$ cat config.mk
export PLATFORM = sky130hd
export DESIGN_NAME = pipe_stage_reg
export DESIGN_NICKNAME = d
export VERILOG_FILES = /design/src/rtl/pipe_stage_reg.sv
export SDC_FILE = /design/constraint.sdc
export NUM_CORES = 1
export LEC_CHECK = 0
export CORE_ASPECT_RATIO = 0.5
export CORE_UTILIZATION = 49
export DETAILED_ROUTE_END_ITERATION = 8
export MAX_ROUTING_LAYER = met4
export PLACE_DENSITY = 0.79
export SLEW_MARGIN = 20
export SYNTH_ARGS = -nofsm -noshare
export SYNTH_HDL_FRONTEND = slang
export SYNTH_SLANG_ARGS = --single-unit
export TNS_END_PERCENT = 1
$ cat constraint.sdc
create_clock -name clk -period 2.6 [get_ports clk]
set_clock_uncertainty 0.2 [all_clocks]
set_input_delay 0.52 -clock clk [delete_from_list [all_inputs] [get_ports clk]]
set_output_delay 0.52 -clock clk [all_outputs]
set_load 0.05 [all_outputs]
$ cat src/rtl/pipe_stage_reg.sv
// pipe_stage_reg: a two-entry pipeline stage built from a main register and a skid register.
// The main register drives the out_* ports. The skid register catches the one entry that
// upstream may send while the stage is stalled. in_ready comes from a flop, so there is no
// combinational path from out_ready to in_ready.
//
// Handshake: an entry moves on any rising edge where valid && ready are both 1 on that side.
// A producer holds valid and its data steady until that edge. A consumer may change ready
// freely. in_valid is never qualified by in_ready, and out_valid is never qualified by out_ready.
module pipe_stage_reg #(
   parameter int          DATA_W     = 32,
   parameter int          NUM_FIELDS = 4,
   parameter logic [31:0] EXC_PC     = 32'h00004180,
   parameter int          CNT_W      = 16
) (
   input  logic                         clk,
   input  logic                         reset,
   input  logic                         in_valid,
   output logic                         in_ready,
   input  logic [31:0]                  in_pc,
   input  logic [NUM_FIELDS*DATA_W-1:0] in_payload,
   input  logic                         flush,
   input  logic                         req,
   output logic                         out_valid,
   input  logic                         out_ready,
   output logic [31:0]                  out_pc,
   output logic [NUM_FIELDS*DATA_W-1:0] out_payload,
   output logic [CNT_W-1:0]             stall_cnt
);

   localparam int               PW      = NUM_FIELDS * DATA_W;
   localparam logic [CNT_W-1:0] CNT_MAX = '1;
   localparam logic [CNT_W-1:0] CNT_ONE = {{(CNT_W-1){1'b0}}, 1'b1};

   // Main entry: this is what the outputs show.
   logic          main_valid;
   logic [31:0]   main_pc;
   logic [PW-1:0] main_payload;

   // Skid entry: it is never visible on the outputs until it moves into main.
   logic          skid_valid;
   logic [31:0]   skid_pc;
   logic [PW-1:0] skid_payload;

   // Registered copy of !skid_valid.
   logic          in_ready_q;

   logic transfer;
   logic main_free;

   // Decode the cycle's events from registered state and the current inputs.
   always_comb begin
      transfer  = in_valid && in_ready_q;
      // main can take a new entry when it is empty or is draining this cycle
      main_free = !main_valid || out_ready;
   end

   // Main register: reset > req > flush > refill from skid > refill from input.
   always_ff @(posedge clk) begin
      if (reset) begin
         main_valid   <= 1'b0;
         main_pc      <= 32'h0;
         main_payload <= '0;
      end else if (req) begin
         main_valid   <= 1'b0;
         main_pc      <= EXC_PC;
         main_payload <= '0;
      end else if (flush) begin
         // keep the PC of the flushed slot for exception reporting
         main_valid   <= 1'b0;
         main_pc      <= in_pc;
         main_payload <= '0;
      end else if (main_free) begin
         if (skid_valid) begin
            // the skid entry is older than anything on the input, so it goes first
            main_valid   <= 1'b1;
            main_pc      <= skid_pc;
            main_payload <= skid_payload;
         end else if (transfer) begin
            main_valid   <= 1'b1;
            main_pc      <= in_pc;
            main_payload <= in_payload;
         end else begin
            // drained with nothing behind it; pc/payload keep the last entry
            main_valid   <= 1'b0;
         end
      end
   end

   // Skid register: fills only when main is stalled, and empties whenever main is free.
   always_ff @(posedge clk) begin
      if (reset || req || flush) begin
         skid_valid   <= 1'b0;
         skid_pc      <= 32'h0;
         skid_payload <= '0;
      end else if (main_free) begin
         // either skid moved into main this cycle or it was already empty
         skid_valid   <= 1'b0;
      end else if (transfer) begin
         skid_valid   <= 1'b1;
         skid_pc      <= in_pc;
         skid_payload <= in_payload;
      end
   end

   // in_ready tracks the next value of skid_valid, computed from the same conditions.
   always_ff @(posedge clk) begin
      if (reset || req || flush) begin
         in_ready_q <= 1'b1;
      end else if (main_free) begin
         in_ready_q <= 1'b1;
      end else if (transfer) begin
         in_ready_q <= 1'b0;
      end
   end

   // Saturating count of cycles where a valid output is back-pressured.
   // Only reset clears it; flush and req leave it alone.
   always_ff @(posedge clk) begin
      if (reset) begin
         stall_cnt <= '0;
      end else if (main_valid && !out_ready && (stall_cnt != CNT_MAX)) begin
         stall_cnt <= stall_cnt + CNT_ONE;
      end
   end

   // Drive the outputs straight from the flops.
   always_comb begin
      in_ready    = in_ready_q;
      out_valid   = main_valid;
      out_pc      = main_pc;
      out_payload = main_payload;
   end

endmodule

=== Word level (Yosys, flattened, before mapping) ===
Index checks and enable logic that the tools add are counted.

* Add/subtract/negate cells: 1
* $mul: 0
* Divide/modulo/power cells: 0
* $lt $le $gt $ge: 0
* Equality and inequality tests: 1
* Shift-type cells: 0
* Multiplexer cells: 9
* Bitwise logic cells: 1
* Reduce and logical (&&, ||, !) cells: 20

{| class="wikitable"
|+ Operator list
! operator !! number
|-
| $mux W128 || 2
|-
| $mux W32 || 4
|-
| $add A16 B1 Y16 const B || 1
|-
| $ne A16 B16 Y1 const B || 1
|-
| $mux W15 || 1
|-
| $reduce_and A2 Y1 || 4
|-
| $reduce_bool A3 Y1 || 2
|-
| $reduce_bool A2 Y1 || 2
|-
| $reduce_bool A4 Y1 || 1
|-
| $reduce_or A2 Y1 || 2
|-
| $logic_and A1 B1 Y1 || 3
|-
| $logic_or A1 B1 Y1 || 3
|-
| $reduce_or A3 Y1 || 1
|-
| $logic_not A1 Y1 || 2
|-
| $mux W1 || 2
|-
| $not A1 Y1 || 1
|}

* Flip-flop bits (word level): 339
* Latch bits: 0
* Memory bits (writable): 0
* ROM bits: 0
* Output and inout port bits: 178
* Word-level logic and storage cells: 41
* Memories kept: 0

=== Logic depth before layout (Yosys ltp) ===
Gate-level depths: netlist of run 1.

* Depth after elaboration: 6
* Mapped depth: 8
* Mapped depth without buffers: 5

=== Least setup slack after synthesis of run 1 ===
OpenSTA, ideal clock, no wires.

* Path kind: flip-flop to flip-flop
* From: register stall_cnt[8]
* To: register stall_cnt[0]
* Arrival: 1.937 ns
* Slack: 0.340 ns
* Cell stages (with the launch flop): 5
* Clock period less this slack: 2.260 ns
* Cells stage by stage: dfxtp_1 nand4_1 nor4_4 nor2_1 mux2_1

* Longest elaborated chain between the ends: 2

{| class="wikitable"
|+ Ends and longest elaborated chain
! element !! RTL line !! text
|-
| start, declared || 27 || <nowiki>output logic [CNT_W-1:0] stall_cnt</nowiki>
|-
| start signal, assigned || 122 || <nowiki>stall_cnt <= stall_cnt + CNT_ONE;</nowiki>
|-
| $ne A16 B16 Y1 || 121 || <nowiki>end else if (main_valid && !out_ready && (stall_cnt != CNT_MAX)) begin</nowiki>
|-
| $logic_and A1 B1 Y1 || 121 ||
|}

No other way between the ends.
A chain may end at the register's enable or synchronous reset.

=== Worst setup path in the final report of run 1 ===
* From: register stall_cnt[15]
* To: output port stall_cnt[15]

No word-level cell between the ends.

==> results of run 1 <==
cells in the mapped netlist (2+ instances only):
library cell / count / area share, %
nor3_1: 5 / 0.19
nor2b_1: 4 / 0.19
inv_1: 3 / 0.084
buf_1: 6 / 0.17
dfxtp_1: 339 / 51
a211oi_1: 128 / 7.2
or4_1: 5 / 0.28
mux2_2: 4 / 0.34
o31ai_1: 5 / 0.28
mux2i_1: 162 / 12
a2111oi_0: 29 / 1.9
clkbuf_1: 83 / 2.3
nand2_1: 325 / 9.1
nand4_1: 4 / 0.19
or3_1: 4 / 0.19
and3_1: 3 / 0.14
nand3_1: 5 / 0.19
nor4_1: 2 / 0.093
o21ai_0: 4 / 0.15
nand2b_1: 4 / 0.19
buf_2: 43 / 1.6
mux2_1: 2 / 0.17
a21oi_1: 173 / 6.5
nor2_1: 166 / 4.7
logic make-up (layout without fill, tap and decap cells):
group | count (synthesis) | in the layout
simple gates | 533 | 533
buf+inv | 136 | 445
other cells | 0 | 2
mux | 168 | 168
flops | 339 | 339
xor+xnor | 1 | 1
compound gates | 345 | 345
fa+ha+maj | 1 | 1
report_power, final:
group          leakage [nW]  internal [mW]  switching, mW
combinational          3.15          0.520          0.677
sequential             2.74           5.27         0.0463
clock                 0.536           2.87           1.99
cell usage in the layout, fill, tap and decap left out, types with 3 or more instances in the layout:
cell / n
a2111oi_0: 29
a211oi_1: 128
a21oi_1: 173
buf_12: 22
buf_4: 21
bufinv_16: 5
clkbuf_1: 5
clkbuf_16: 31
clkbuf_8: 7
clkdlybuf4s50_1: 330
clkinv_2: 7
dfxtp_1: 338
dlygate4sd2_1: 7
dlymetal6s2s_1: 6
inv_1: 3
mux2_2: 4
mux2i_1: 162
nand2_1: 325
nand2b_1: 3
nand3_1: 4
nand4_1: 4
nor2_1: 165
nor2b_1: 4
nor3_1: 5
o21ai_0: 4
o31ai_1: 5
or3_1: 3
or4_1: 5
stage by stage:
step	instances	hold WS [ns]	area (um2)
3_3_place_gp	2128	0.241	17400
6_report	2186	0.253	18400
3_5_place_dp	2128	0.246	17400
4_1_cts	2184	0.255	18400
5_1_grt	2186	0.270	18400
2_1_floorplan	1523	0.234	13400
state kept, by name, indices dropped and copies added (netlist names):
register / flops
out_valid: 1
out_payload: 128
stall_cnt: 16
out_pc: 32
skid_pc: 32
in_ready: 1
skid_payload: 128
skid_valid: 1
routing by layer:
| metal | up-vias | share of wire (%) | GRT usage [%] |
|---|---|---|---|
| li1 | 5861 | - | - |
| met1 | 5466 | 43 | 31.3 |
| met2 | 263 | 49 | 41.8 |
| met3 | 80 | 4.0 | 4.31 |
| met4 | 0 | 4.1 | 10.1 |
| met5 | - | 0 | - |
worst paths after layout:
path	slack [ns]	endpoint	startpoint	cells past startpoint
worst max-delay path	0.06	stall_cnt[15]	stall_cnt[15]$_SDFFE_PP0P_	1
worst min-delay path	0.25	skid_payload[87]$_SDFFE_PP0P_	skid_payload[87]$_SDFFE_PP0P_	2
worst max register to register	0.56	stall_cnt[0]$_SDFFE_PP0P_	stall_cnt[8]$_SDFFE_PP0P_	4
worst min register to register	0.25	skid_payload[87]$_SDFFE_PP0P_	skid_payload[87]$_SDFFE_PP0P_	2
final cells by class:
| class | instances | area share, % |
|---|---|---|
| sequential | 339 | 36.8 |
| tap | 352 | 2.39 |
| clock inverter | 13 | 1.04 |
| multi-input combinational | 1048 | 33.0 |
| clock buffer | 43 | 4.83 |
| antenna | 2 | 0.0271 |
| timing repair buffer | 386 | 21.9 |
| inverter | 3 | 0.0610 |
repair_timing:
action | 4_1_cts | 5_1_grt
endpoints found under the setup margin | 7 | 6
resized for setup | 7 | 6
hold buffers | 0 | 0
==> results.toml, run 1 <==
[detailed_routing]
vias = 11700
routed_via_density = 5.34
wl_per_cell_um = 16.3
drcViolationCount = 0
drt_iter0_markers = 707
antenna_left = 0
drtPass1Iterations = 7
drt_wl_total_um = 35600

[final_layout]
fill_cells = 2075
multi_input_area_mm2 = 0.00608
nets = 1975
utilization_pct = 69.2
drive_above_1_share_pct = 5.95
regArea_mm2 = 0.00679
syn2layout_area_growth_pct = 37.8

[synth]
synth_simple_gate_area_share_pct = 15.9
syn_avg_cell_area_um2 = 8.79
synth_xor_area_share_pct = 0.0654
ys.flop_type = "dfxtp_1"
synth-async-reset-ratio_pct = 0
synth_top_family_by_area = "compound AO/OA/AOI/OAI gates"
synth-adder-area-share_pct = 0.0934
synthMuxAreaShare_pct = 12.6
synth_cell_types = 39
synthCells = 1523
syn-num-nets = 1690
ys_seq_elements = 339
synth-compound-area-share_pct = 16.4
synth_edf_count = 0
yosys_warnings = 0
syn_area_mm2 = 0.0134
yosysSeqAreaShare_pct = 50.7

[timing]
hold_violations = 0
rsz0062_at_grt = "false"
slew-limit-headroom_pct = 58.5
drv_slew = 0
fin_tns_setup_ns = 0
max_freq_ghz = 0.394
finalSetupViolCount = 0
fin_crit_ns = 2.54
worst_slew_pin_slew_ns = 0.623
setup_ws_ns = 0.0637
fin_crit_sh_pct = 97.6

[global_route]
grt_usage_pct = 25.4
grt_pass1_wl_um = 56400
grt_pass1_vias = 10800
grt_overflow = 0
grt_max_degree = 127
antenna_found_initial = 2

[die]
rows = 42
ioPinCount = 344
die-area_mm2 = 0.0280
coreArea_mm2 = 0.0266
fp.dieH_um = 119
dieWidth_um = 236
start_util_pct = 50.3

[clock_network]
clock_latency_ns = 0.56
cts.sinks = 339
cts_buffer_depth = 3
root_buffer = "clkbuf_16"
clkSlewWorstSetupHoldPaths_ns = 0.07
cts_tree = "yes"
post-cts-setup-buffers = 0
h-tree-depth = 1
numCtsBuffers = 30

[critical_path]
path_delay_family = "buffers and inverters"
path_class = "flop to output pin"
endpoint_kind = "output pin"
slowest_stage = "clkdlybuf4s50_1"
cp-start-kind = "flop"
required_ns = 1.88
path_buf_inv = 1
arrival_ns = 1.82
critPathMaxFanout = 4
cp_cell_sequence = "clkdlybuf4s50_1"
cpPeakStageDelay_ns = 0.87

[job]
maxCapViolCount = 0

[pwr]
leakage_nw = 6.44
p_total_mw = 11.4
p_per_area_mw_per_mm2 = 617
ir_drop_mv = 0.522

[place]
place_ws_ns = 0.0755
dpl.hpwl_um = 23600
portBuffers = 343
routabilityCongestion = 0.829

[hold_path]
hp-class = "flop to flop"

[status]
status = "finished, final reports clean"
No activity file was read; power rests on OpenSTA's default activity.
==> run 2: changes to the inputs <==
==> constraint.sdc (replaced) <==
create_clock -name clk -period 2.6 [get_ports clk]
set_clock_uncertainty 0.2 [all_clocks]
set_input_delay 0.39 -clock clk [delete_from_list [all_inputs] [get_ports clk]]
set_output_delay 0.39 -clock clk [all_outputs]
set_load 0.05 [all_outputs]
==> results.toml, run 2 (same netlist as run 1, synthesis figures left out) <==
[clock_network]
cts.sinks = 339
hold_buffers = 0
root_buffer = "clkbuf_16"
cts_tree = "yes"
cts_buffer_depth = 3
clkSlewWorstSetupHoldPaths_ns = 0.07
numCtsBuffers = 30
clock_latency_ns = 0.56
cts_resized = 0
post-cts-setup-buffers = 0
h-tree-depth = 1

[final_layout]
regArea_mm2 = 0.00679
instances_no_fill = 2169
final_common_cell = "clkdlybuf4s50_1"
fill_cells = 2180
multi_input_area_mm2 = 0.00608
syn2layout_area_growth_pct = 35.6
nets = 1962
drive_above_1_share_pct = 5.02
final_cell_mix = "343 x clkdlybuf4s50_1, 338 x dfxtp_1, 325 x nand2_1"

[detailed_routing]
antenna_left = 0
drt_iter0_markers = 696
drt_wl_total_um = 35900
drcViolationCount = 0
routed_via_density = 5.33
vias = 11600
wl_per_cell_um = 16.6
drtPass1Iterations = 5

[die]
start_util_pct = 50.3
fp.dieH_um = 119
die-area_mm2 = 0.0280
coreArea_mm2 = 0.0266
ioPinCount = 344
dieWidth_um = 236
rows = 42

[critical_path]
slowest_stage = "clkdlybuf4s50_1"
path_buf_inv = 1
cp_cell_sequence = "clkdlybuf4s50_1"
cpPeakStageDelay_ns = 0.90
cp-start-kind = "flop"
path_delay_family = "buffers and inverters"
timing.critical_path.from = "in_ready$_SDFFE_PP1P_"
required_ns = 2.01
path_class = "flop to output pin"
arrival_ns = 1.90
endpoint_kind = "output pin"
r2r-start = "stall_cnt[4]$_SDFFE_PP0P_"
critPathMaxFanout = 5

[timing]
max_freq_ghz = 0.401
fin_tns_setup_ns = 0
worst_slew_pin_slew_ns = 0.752
fin_crit_ns = 2.49
slew-limit-headroom_pct = 49.9
finalSetupViolCount = 0
fin_crit_sh_pct = 95.8
rsz0062_at_grt = "false"
drv_slew = 0
hold_violations = 0

[global_route]
grt_usage_pct = 25.0
grt_pass1_vias = 10400
grt_max_degree = 117
grt_overflow = 0
grt_pass1_wl_um = 55400
antenna_found_initial = 3

[hold_path]
min_from = "in_payload[108]"
hp-class = "input pin to flop"

[pwr]
ir_drop_mv = 0.491
p_per_area_mw_per_mm2 = 606
leakage_nw = 6.16

[place]
portBuffers = 343
dpl.hpwl_um = 23600
dp_cells = 2115
routabilityCongestion = 0.806

[status]
status = "finished, final reports clean"

[job]
maxCapViolCount = 0
==> run 2: final timing paths <==
kind                                    endpoint  slack [ns]  depth (start not counted)
setup / recovery                        in_ready        0.11                          1
hold / removal    skid_payload[108]$_SDFFE_PP0P_        0.20                          3
setup reg to reg       stall_cnt[0]$_SDFFE_PP0P_        0.55                          4
hold reg to reg    skid_payload[32]$_SDFFE_PP0P_        0.25                          2
==> run 2: cell type report <==
type | instances | share of cell area [%]
clock buffer | 43 | 4.91
multi-input combinational | 1048 | 33.5
sequential | 339 | 37.4
antenna | 3 | 0.0413
tap | 352 | 2.43
timing repair buffer | 373 | 21.2
clock inverter | 8 | 0.524
inverter | 3 | 0.0620
==> run 2: where the power goes <==
group | leakage [nW] | total, mW | switching, mW | internal (mW)
sequential | 2.74 | 5.32 | 0.0468 | 5.27
clock | 0.491 | 4.52 | 1.95 | 2.57
combinational | 2.92 | 1.17 | 0.672 | 0.497
total | 6.16 | 11.0 | 2.67 | 8.33
==> run 2: metrics by stage <==
stage	hold slack [ns]	cell area (um2)	worst slack, ns	util, %	power [mW]
4_1_cts	0.174	18200	0.0914	68.1	11.1
2_1_floorplan	0.234	13400	0.340	-	6.04
3_5_place_dp	0.246	17200	0.0489	64.4	6.60
6_report	0.200	18200	0.108	68.2	11.0
5_1_grt	0.192	18200	0.0452	68.2	11.4
3_3_place_gp	0.241	17200	0.237	64.4	6.59
==> run 2: routing by layer <==
layer / up-vias / global-route usage [%] / share of wire [%]
met5: - / - / 0
met4: 0 / 10.1 / 3.9
met1: 5427 / 31.1 / 44
met3: 81 / 4.15 / 3.8
met2: 219 / 40.7 / 48
li1: 5828 / - / -
